## config.mk

```make
export PLATFORM = sky130hd
export DESIGN_NAME = bcd_seg_scan_driver
export DESIGN_NICKNAME = d
export VERILOG_FILES = /design/src/rtl/bcd_seg_pkg.sv /design/src/rtl/bcd_to_seg7.sv /design/src/rtl/bcd_seg_scan_driver.sv
export SDC_FILE = /design/constraint.sdc
export NUM_CORES = 1
export LEC_CHECK = 0
export CORE_MARGIN = 10
export CORE_UTILIZATION = 40
export CTS_BUF_LIST = sky130_fd_sc_hd__clkbuf_8
export CTS_CLUSTER_SIZE = 30
export DETAILED_ROUTE_END_ITERATION = 10
export HOLD_SLACK_MARGIN = 0.15
export PLACE_DENSITY = 0.6
export SLEW_MARGIN = 20
export SYNTH_ARGS = -nofsm -noshare
export SYNTH_HDL_FRONTEND = slang
export SYNTH_HIERARCHICAL = 1
export SYNTH_SLANG_ARGS = --single-unit
```

## constraint.sdc

```tcl
create_clock -name x -period 2.15 [get_ports x]
set_clock_uncertainty 0.05 [all_clocks]
set_input_delay 0.3225 -clock x [delete_from_list [all_inputs] [get_ports x]]
set_output_delay 0.3225 -clock x [all_outputs]
set_load 0.02 [all_outputs]
```

## src/rtl/bcd_seg_pkg.sv

```systemverilog
// Shared types and constants for the BCD seven-segment scan driver:
// scan slot states, blank pattern, BCD limit and the active-high segment table.
package bcd_seg_pkg;

    typedef enum logic [1:0] {
        ONES   = 2'd0,
        BLANK0 = 2'd1,
        TENS   = 2'd2,
        BLANK1 = 2'd3
    } scan_state_t;

    localparam logic [6:0] SEG_BLANK = 7'h00;
    localparam logic [3:0] BCD_MAX   = 4'd9;

    // Index 0 sits in the least significant slot, so the list reads 9 down to 0.
    localparam logic [9:0][6:0] SEG_TABLE = {
        7'h6F, 7'h7F, 7'h07, 7'h7D, 7'h6D,
        7'h66, 7'h4F, 7'h5B, 7'h06, 7'h3F
    };

endpackage

```

## src/rtl/bcd_to_seg7.sv

```systemverilog
// Combinational BCD to seven-segment decoder, active-high, segment order {g,f,e,d,c,b,a}.
// Codes above 9 decode to all segments off.
module bcd_to_seg7
    import bcd_seg_pkg::*;
(
    input  logic [3:0] bcd,
    output logic [6:0] seg
);

    always_comb begin
        seg = SEG_BLANK;
        if (bcd <= BCD_MAX) begin
            seg = SEG_TABLE[bcd];
        end
    end

endmodule

```

## src/rtl/bcd_seg_scan_driver.sv

```systemverilog
// Two-digit multiplexed seven-segment driver fed by an upstream decade counter.
// Optional macro LEADING_ZERO_BLANK_EN blanks the tens digit while it is zero.
module bcd_seg_scan_driver
    import bcd_seg_pkg::*;
#(
    parameter int SCAN_W         = 4,
    parameter bit SEG_ACTIVE_LOW = 1'b1
) (
    input  logic       x,
    input  logic       reset,
    input  logic [3:0] z_in,
    output logic [6:0] seg,
    output logic [1:0] an,
    output logic [3:0] tens,
    output logic       wrap,
    output logic       carry,
    output logic       bcd_err
);

    localparam logic [6:0] SEG_OFF = SEG_ACTIVE_LOW ? 7'h7F : 7'h00;
    localparam logic [1:0] AN_OFF  = SEG_ACTIVE_LOW ? 2'b11 : 2'b00;

    scan_state_t       state;
    scan_state_t       state_next;
    logic [SCAN_W-1:0] scan_cnt;
    logic [3:0]        ones_q;
    logic [3:0]        digit_sel;
    logic [6:0]        seg_raw;
    logic [6:0]        seg_hi_next;
    logic [1:0]        an_hi_next;
    logic              wrap_hit;

    assign wrap_hit  = (ones_q == BCD_MAX) && (z_in == 4'd0);
    assign digit_sel = (state == TENS) ? tens : ones_q;

    bcd_to_seg7 u_dec (
        .bcd (digit_sel),
        .seg (seg_raw)
    );

    always_ff @(posedge x) begin
        if (reset) begin
            state    <= ONES;
            scan_cnt <= '0;
        end else begin
            state    <= state_next;
            scan_cnt <= scan_cnt + 1'b1;
        end
    end

    // Slot advances only on the last cycle of the scan timer.
    always_comb begin
        state_next  = state;
        seg_hi_next = SEG_BLANK;
        an_hi_next  = 2'b00;
        if (&scan_cnt) begin
            case (state)
                ONES:    state_next = BLANK0;
                BLANK0:  state_next = TENS;
                TENS:    state_next = BLANK1;
                default: state_next = ONES;
            endcase
        end
        case (state)
            ONES: begin
                an_hi_next  = 2'b01;
                seg_hi_next = seg_raw;
            end
            TENS: begin
`ifdef LEADING_ZERO_BLANK_EN
                if (tens != 4'd0) begin
                    an_hi_next  = 2'b10;
                    seg_hi_next = seg_raw;
                end
`else
                an_hi_next  = 2'b10;
                seg_hi_next = seg_raw;
`endif
            end
            default: begin
                an_hi_next  = 2'b00;
                seg_hi_next = SEG_BLANK;
            end
        endcase
    end

    // Only a true 9->0 step of the upstream count advances tens; invalid codes hold it.
    always_ff @(posedge x) begin
        if (reset) begin
            ones_q  <= 4'd0;
            tens    <= 4'd0;
            wrap    <= 1'b0;
            carry   <= 1'b0;
            bcd_err <= 1'b0;
            seg     <= SEG_OFF;
            an      <= AN_OFF;
        end else begin
            ones_q  <= z_in;
            bcd_err <= (z_in > BCD_MAX);
            wrap    <= wrap_hit;
            carry   <= wrap_hit && (tens == BCD_MAX);
            if (wrap_hit) begin
                tens <= (tens == BCD_MAX) ? 4'd0 : tens + 4'd1;
            end
            seg <= SEG_ACTIVE_LOW ? ~seg_hi_next : seg_hi_next;
            an  <= SEG_ACTIVE_LOW ? ~an_hi_next  : an_hi_next;
        end
    end

endmodule

```

# Yosys cells after proc, flatten, opt, wreduce, memory -nomap -nowiden
# Memory sizes are Yosys's and may differ from the RTL's.
# Index checks and enable logic that the tools add are counted.
[op_classes]
n_reduce_logical = 6
add_sub_neg = 2
eq_ne = 4
n_bitwise = 2
magnitude_cmp = 3
div_mod_pow = 0
n_mul = 0
n_shift = 0
n_mux = 7
[op_table]
columns = ["op", "count"]
rows = [
  ["two-way mux 7 bit", 3],
  ["adder 4 x 1 -> 4 bit, second input constant", 2],
  ["== test 4 bit, second input constant", 2],
  ["two-way mux 4 bit", 2],
  ["inverter 7 bit", 1],
  ["one-hot mux 2 bit (3 select lines)", 1],
  ["< comparator 4 x 5 -> 1 bit, second input constant", 1],
  ["greater-than comparator 4 bit, second input constant", 1],
  ["<= comparator 4 bit, second input constant", 1],
  ["zero test 4 bit", 1],
  ["one-hot mux 2 bit (2 select lines)", 1],
  ["AND reduction 4 bit", 1],
  ["== test 2 x 1 -> 1 bit, second input constant", 1],
  ["== test 2 bit, second input constant", 1],
  ["logical AND 1 bit", 2],
  ["zero test 2 bit", 1],
  ["inverter 2 bit", 1],
  ["OR reduction 2 bit", 1],
]
[totals]
input_bits = 6
mem_bits_ro = 112
ramBits = 0
memories = 1
ff_bits = 26
latchBits = 0
output_inout_bits = 16
elab_cells = 34
[mem_list]
columns = ["memory", "depth", "width", "rd", "rd_clocked_by_memory_dff", "wr", "line_no", "source"]
rows = [
  ["(name not given)", 16, 7, 1, 0, 0, "bcd_to_seg7.sv:13", "seg = SEG_TABLE[bcd];"],
]

# Logic depth before layout (Yosys ltp)
# Gate-level depths: netlist of run 1.
[logic_depth]
ltp_word = 7
ltp_mapped = 9
mapped_depth_nobuf = 9

# Cells and area by module
# Netlist of run 1, hierarchy kept.
[modules_own_cells]
columns = ["module", "area_each_um2", "cells_per_inst", "instances", "seq_area_each_um2"]
rows = [
  ["bcd_seg_scan_driver", 970.9, 95, 1, 520.5],
  ["bcd_to_seg7", 186.4, 27, 1, 0.0],
]

# Worst setup path after synthesis of run 1
# OpenSTA, ideal clock, no wires.
[synth_timing]
path_type = "reg-to-reg"
from = "register state[0]"
to = "register seg[0]"
arrival_time_ns = 1.829
path_buffers = 0
required_time_ns = 1.978
setup_time_ns = 0.122
period_less_slack_ns = 2.001
path_stages_with_launch = 10
path_slack_ns = 0.149
cell_sequence = "dfxtp_1 -> inv_1 -> ha_1 -> mux2_1 -> inv_1 -> ha_1 -> o21bai_4 -> and2_4 -> a211oi_1 -> nand2_1"
[synth_between]
elab_chain_cells = 7
word_cells_on_any_way = 10
cone_classes = "order compare: 1; eq/ne: 1; mux: 4; bitwise: 1; reduce/logical: 2; memory: 1"
[synth_rtl]
columns = ["element", "line_no", "source"]
rows = [
  ["from (decl)", "bcd_seg_scan_driver.sv:23", "scan_state_t state;"],
  ["from (signal assigned)", "bcd_seg_scan_driver.sv:46", "state <= state_next;"],
  ["== test 2 bit *", "bcd_seg_scan_driver.sv:34", "assign digit_sel = (state == TENS) ? tens : ones_q;"],
  ["two-way mux 4 bit *", "bcd_seg_scan_driver.sv:34", ""],
  ["net digit_sel[0]", "bcd_seg_scan_driver.sv:27", "logic [3:0] digit_sel;"],
  ["memory read (16 x 7 bit)", "n/a", ""],
  ["two-way mux 7 bit (implied by the code)", "bcd_to_seg7.sv:13", ""],
  ["two-way mux 7 bit *", "bcd_to_seg7.sv:12", "if (bcd <= BCD_MAX) begin"],
  ["net seg_raw[0]", "bcd_seg_scan_driver.sv:28", "logic [6:0] seg_raw;"],
  ["two-way mux 7 bit *", "bcd_seg_scan_driver.sv:64", "case (state)"],
  ["inverter 7 bit *", "bcd_seg_scan_driver.sv:105", "seg <= SEG_ACTIVE_LOW ? ~seg_hi_next : seg_hi_next;"],
  ["to (signal assigned)", "bcd_seg_scan_driver.sv:105", ""],
  ["to (decl)", "bcd_seg_scan_driver.sv:12", "output logic [6:0] seg,"],
]
# Mark *: on every way through the listed nets, which the timed path passes. The rest lies on a longest branch. The select of a mux whose other input is x is not followed.
# A chain may end at the register's enable or synchronous reset.

# Final worst setup path of run 1
# Ends and elaborated chain as after synthesis.

==> flow_results.xml, run 1 <==
<?xml version="1.0" encoding="UTF-8"?>
<metrics>
  <group name="layout">
    <metric name="nFillCells" unit="">251</metric>
    <metric name="layout-area-overhead-vs-synth" unit="%">30.7</metric>
    <metric name="fin_util" unit="">0.549</metric>
    <metric name="post_route_cell_area" unit="mm^2">0.00151</metric>
    <metric name="final_layout_size_suffix_gt1_frac" unit="">0.115</metric>
    <metric name="nets" unit="">164</metric>
    <metric name="num_antenna_cells" unit="">0</metric>
  </group>
  <group name="critical_path">
    <metric name="worst-endpoint-required" unit="ns">2.27</metric>
    <metric name="timing.critical_path.arrival" unit="ns">2.10</metric>
    <metric name="endpoint_kind" unit="">flip-flop</metric>
    <metric name="start_kind" unit="">flip-flop</metric>
    <metric name="setup.worst_path.class" unit="">reg -&gt; reg</metric>
    <metric name="worstPathCellList" unit="">inv_2 &gt; ha_4 &gt; mux2_1 &gt; inv_1 &gt; ha_2 &gt; o21bai_4 &gt; and2_4 &gt; a211oi_1 &gt; nand2_1</metric>
    <metric name="critical_path_peak_fanout" unit="">5</metric>
    <metric name="reg_to_reg_slack_setup" unit="ns">0.17</metric>
    <metric name="timing.critical_path.slowest_stage_cell" unit="">mux2_1</metric>
    <metric name="timing.critical_path.slowest_cell_delay" unit="ns">0.38</metric>
  </group>
  <group name="synth">
    <metric name="synth_area_leaders" unit="">dfxtp_1 (45%), ha_1 (9.7%), nor2_1 (4.5%)</metric>
    <metric name="synth_async_sr_flop_share" unit="">0</metric>
    <metric name="synth-edff-count" unit="">0</metric>
    <metric name="syn_nets" unit="">137</metric>
    <metric name="ys_top_cells_by_count" unit="">dfxtp_1 (26), nor2_1 (14), nand2_1 (13)</metric>
    <metric name="yosys_register_bits" unit="">26</metric>
    <metric name="yosysSeqAreaShare" unit="">0.450</metric>
    <metric name="avgSynthCellArea" unit="um^2">9.49</metric>
    <metric name="yosys_warnings" unit="">6</metric>
    <metric name="netlist_area" unit="mm^2">0.00116</metric>
    <metric name="ys.flop_type" unit="">dfxtp_1</metric>
    <metric name="post-synth-top-area-cell" unit="">dfxtp_1</metric>
    <metric name="synth.most_common_cell" unit="">dfxtp_1</metric>
    <metric name="post_synthesis_cell_type_count" unit="">34</metric>
    <metric name="yosys.area.top_type_share" unit="">0.450</metric>
    <metric name="post_syn_instances" unit="">122</metric>
  </group>
  <group name="route">
    <metric name="route.detailed.wl_per_inst" unit="um">12.9</metric>
    <metric name="drt_first_iter_violations" unit="">30</metric>
    <metric name="drc_errors" unit="">0</metric>
    <metric name="post_route_wl" unit="mm">2.30</metric>
    <metric name="detail_route.first_pass.iterations" unit="">4</metric>
    <metric name="ant_nets" unit="">0</metric>
    <metric name="avgViaCountPerCell" unit="">5.12</metric>
    <metric name="num_vias" unit="">916</metric>
  </group>
  <group name="flow_run">
    <metric name="cap_viol_max_count" unit="">0</metric>
  </group>
  <group name="clock_network">
    <metric name="cts.root.buffer_cell" unit="">clkbuf_8</metric>
    <metric name="cts_hold_buffers" unit="">0</metric>
    <metric name="worst_setup_hold_path_clk_slew" unit="ns">0.09</metric>
    <metric name="tritoncts" unit="">done</metric>
    <metric name="ctsResizeCount" unit="">0</metric>
    <metric name="cts_buffer_depth" unit="">2</metric>
    <metric name="cts_setup_buffers" unit="">0</metric>
    <metric name="numCtsBuffers" unit="">3</metric>
    <metric name="cts_sinks" unit="">26</metric>
    <metric name="cts.htree.levels" unit="">1</metric>
    <metric name="clk_latency" unit="ns">0.27</metric>
  </group>
  <group name="timing">
    <metric name="timing.final.crit_share" unit="">0.920</metric>
    <metric name="fin_hold_ws" unit="ns">0.405</metric>
    <metric name="max_slew_margin" unit="">0.750</metric>
    <metric name="rsz0062_at_grt" unit="">no</metric>
    <metric name="tightestPinTransition" unit="ns">0.371</metric>
    <metric name="setup_viol_count_final" unit="">0</metric>
    <metric name="finalHoldViolations" unit="">0</metric>
    <metric name="timing.final.crit_period" unit="ns">1.98</metric>
    <metric name="finalMaxSlewViolations" unit="">0</metric>
    <metric name="final.setup.tns" unit="ns">0</metric>
    <metric name="maxClockFrequency" unit="GHz">0.505</metric>
  </group>
  <group name="pwr">
    <metric name="ir_worst_vdd" unit="mV">0.426</metric>
    <metric name="static-leakage-power" unit="uW">0.000612</metric>
    <metric name="power_per_cell_area" unit="mW/mm^2">695</metric>
  </group>
  <group name="grt">
    <metric name="grt_first_pass_wirelength" unit="mm">3.86</metric>
    <metric name="layer_with_the_highest_usage_after_global_routing" unit="">met2</metric>
    <metric name="gr-usage-all-layers" unit="">0.0892</metric>
    <metric name="grt_max_degree" unit="">16</metric>
    <metric name="gr-usage-met3" unit="">0.0269</metric>
    <metric name="antenna_found_initial" unit="">0</metric>
    <metric name="groute.layer.met2.usage" unit="">0.150</metric>
    <metric name="gr-usage-met1" unit="">0.0974</metric>
    <metric name="first_global_vias" unit="">880</metric>
    <metric name="remaining_global_route_overflow" unit="">0</metric>
  </group>
  <group name="die">
    <metric name="fp.coreArea" unit="mm^2">0.00276</metric>
    <metric name="pin_count" unit="">22</metric>
    <metric name="die_x" unit="um">73.8</metric>
    <metric name="die-area" unit="mm^2">0.00544</metric>
    <metric name="floorplan.initialDensity" unit="">0.420</metric>
    <metric name="rows" unit="">19</metric>
    <metric name="die_height" unit="um">73.8</metric>
  </group>
  <group name="worst_hold_path">
    <metric name="hp-class" unit="">reg -&gt; reg</metric>
  </group>
  <group name="placement">
    <metric name="gp_congestion" unit="">0.757</metric>
    <metric name="detailedPlacementHpwl" unit="mm">1.79</metric>
    <metric name="port-buffer-count" unit="">21</metric>
    <metric name="placed_instance_area" unit="mm^2">0.00142</metric>
  </group>
  <group name="run_status">
    <metric name="run_status" unit="">finished, final reports clean</metric>
  </group>
</metrics>
[power breakdown]
group / internal [uW] / leakage (uW) / switching (uW) / total [uW]
Clock: 249 / 0.0000357 / 155 / 405
Sequential: 504 / 0.000215 / 8.99 / 513
Combinational: 67.2 / 0.000361 / 67.2 / 134
[flip-flops by register name, indices dropped and copies added (netlist names)]
register  flops
wrap          1
scan_cnt      4
bcd_err       1
carry         1
seg           7
an            2
tens          4
state         2
ones_q        4
[kinds of logic after synthesis]
kind of cell    share of synthesized area
buf+inv                            0.0292
simple gates                        0.238
xor+xnor                           0.0227
fa+ha+maj                          0.0973
mux                                0.0649
compound gates                     0.0984
flops                               0.450
[critical path: cells and delay by family, from the launching register on]
kind                       cells  cell delay [ns]
DFF                            1             0.34
adders and majority gates      2             0.39
muxes                          1             0.38
AOI/OAI and AO/OA              2             0.28
buffers and inverters          2             0.19
and+or+nand+nor                2             0.25
[worst paths after layout]
kind,depth (start not counted),from,end
setup / recovery,9,state[0],seg[0]
hold reg to reg,1,scan_cnt[0],scan_cnt[0]
setup reg to reg,9,state[0],seg[0]
hold / removal,1,scan_cnt[0],scan_cnt[0]
[layout make-up]
type | instances | area [um^2] | share of cell area
Tap cell | 31 | 38.8 | 0.0256
Multi-Input combinational cell | 87 | 621 | 0.410
Inverter | 7 | 26.3 | 0.0174
Timing Repair Buffer | 24 | 233 | 0.154
Clock inverter | 1 | 30.0 | 0.0199
Clock buffer | 3 | 41.3 | 0.0273
Sequential cell | 26 | 523 | 0.346
[routing by layer]
layer / part of all wire / routed length (um) / vias to the layer above
li1: - / - / 462
met1: 0.44 / 1010 / 415
met2: 0.46 / 1060 / 34
met3: 0.082 / 189 / 5
met4: 0.020 / 45 / 0
met5: 0 / 0 / -
[metrics by stage]
stage          setup slack [ns]  power, uW  std cells
2_1_floorplan             0.149        602        122
3_3_place_gp              0.105        658        175
3_5_place_dp             0.0350        659        175
4_1_cts                 0.00553       1070        179
5_1_grt                 0.00731       1090        179
6_report                  0.172       1050        179
[cell usage in the layout (no fill, tap or decap), drive strengths merged, types with 2 or more instances in the layout]
cell / synthesis / layout
clkbuf: 2 / 3
nor2: 14 / 14
mux2: 4 / 4
nand3: 3 / 3
o21ai: 2 / 2
dfxtp: 26 / 26
ha: 9 / 9
and2: 2 / 2
clkdlybuf4s50: 0 / 21
a211oi: 2 / 2
a21oi: 6 / 6
xor2: 2 / 2
mux2i: 3 / 3
buf: 0 / 3
nand2b: 4 / 4
inv: 7 / 7
nand2: 13 / 13
nor2b: 6 / 6
Power figures use the tool's default switching activity.
==> run 2: changes to the inputs <==
--- a/config.mk
+++ b/config.mk
@@ -12,7 +12,7 @@
 export DETAILED_ROUTE_END_ITERATION = 10
 export HOLD_SLACK_MARGIN = 0.15
 export PLACE_DENSITY = 0.6
-export SLEW_MARGIN = 20
+export SLEW_MARGIN = 10
 export SYNTH_ARGS = -nofsm -noshare
 export SYNTH_HDL_FRONTEND = slang
 export SYNTH_HIERARCHICAL = 1
==> results of run 2 <==
No change in the layout: final DEF, timing and power equal those of run 1.
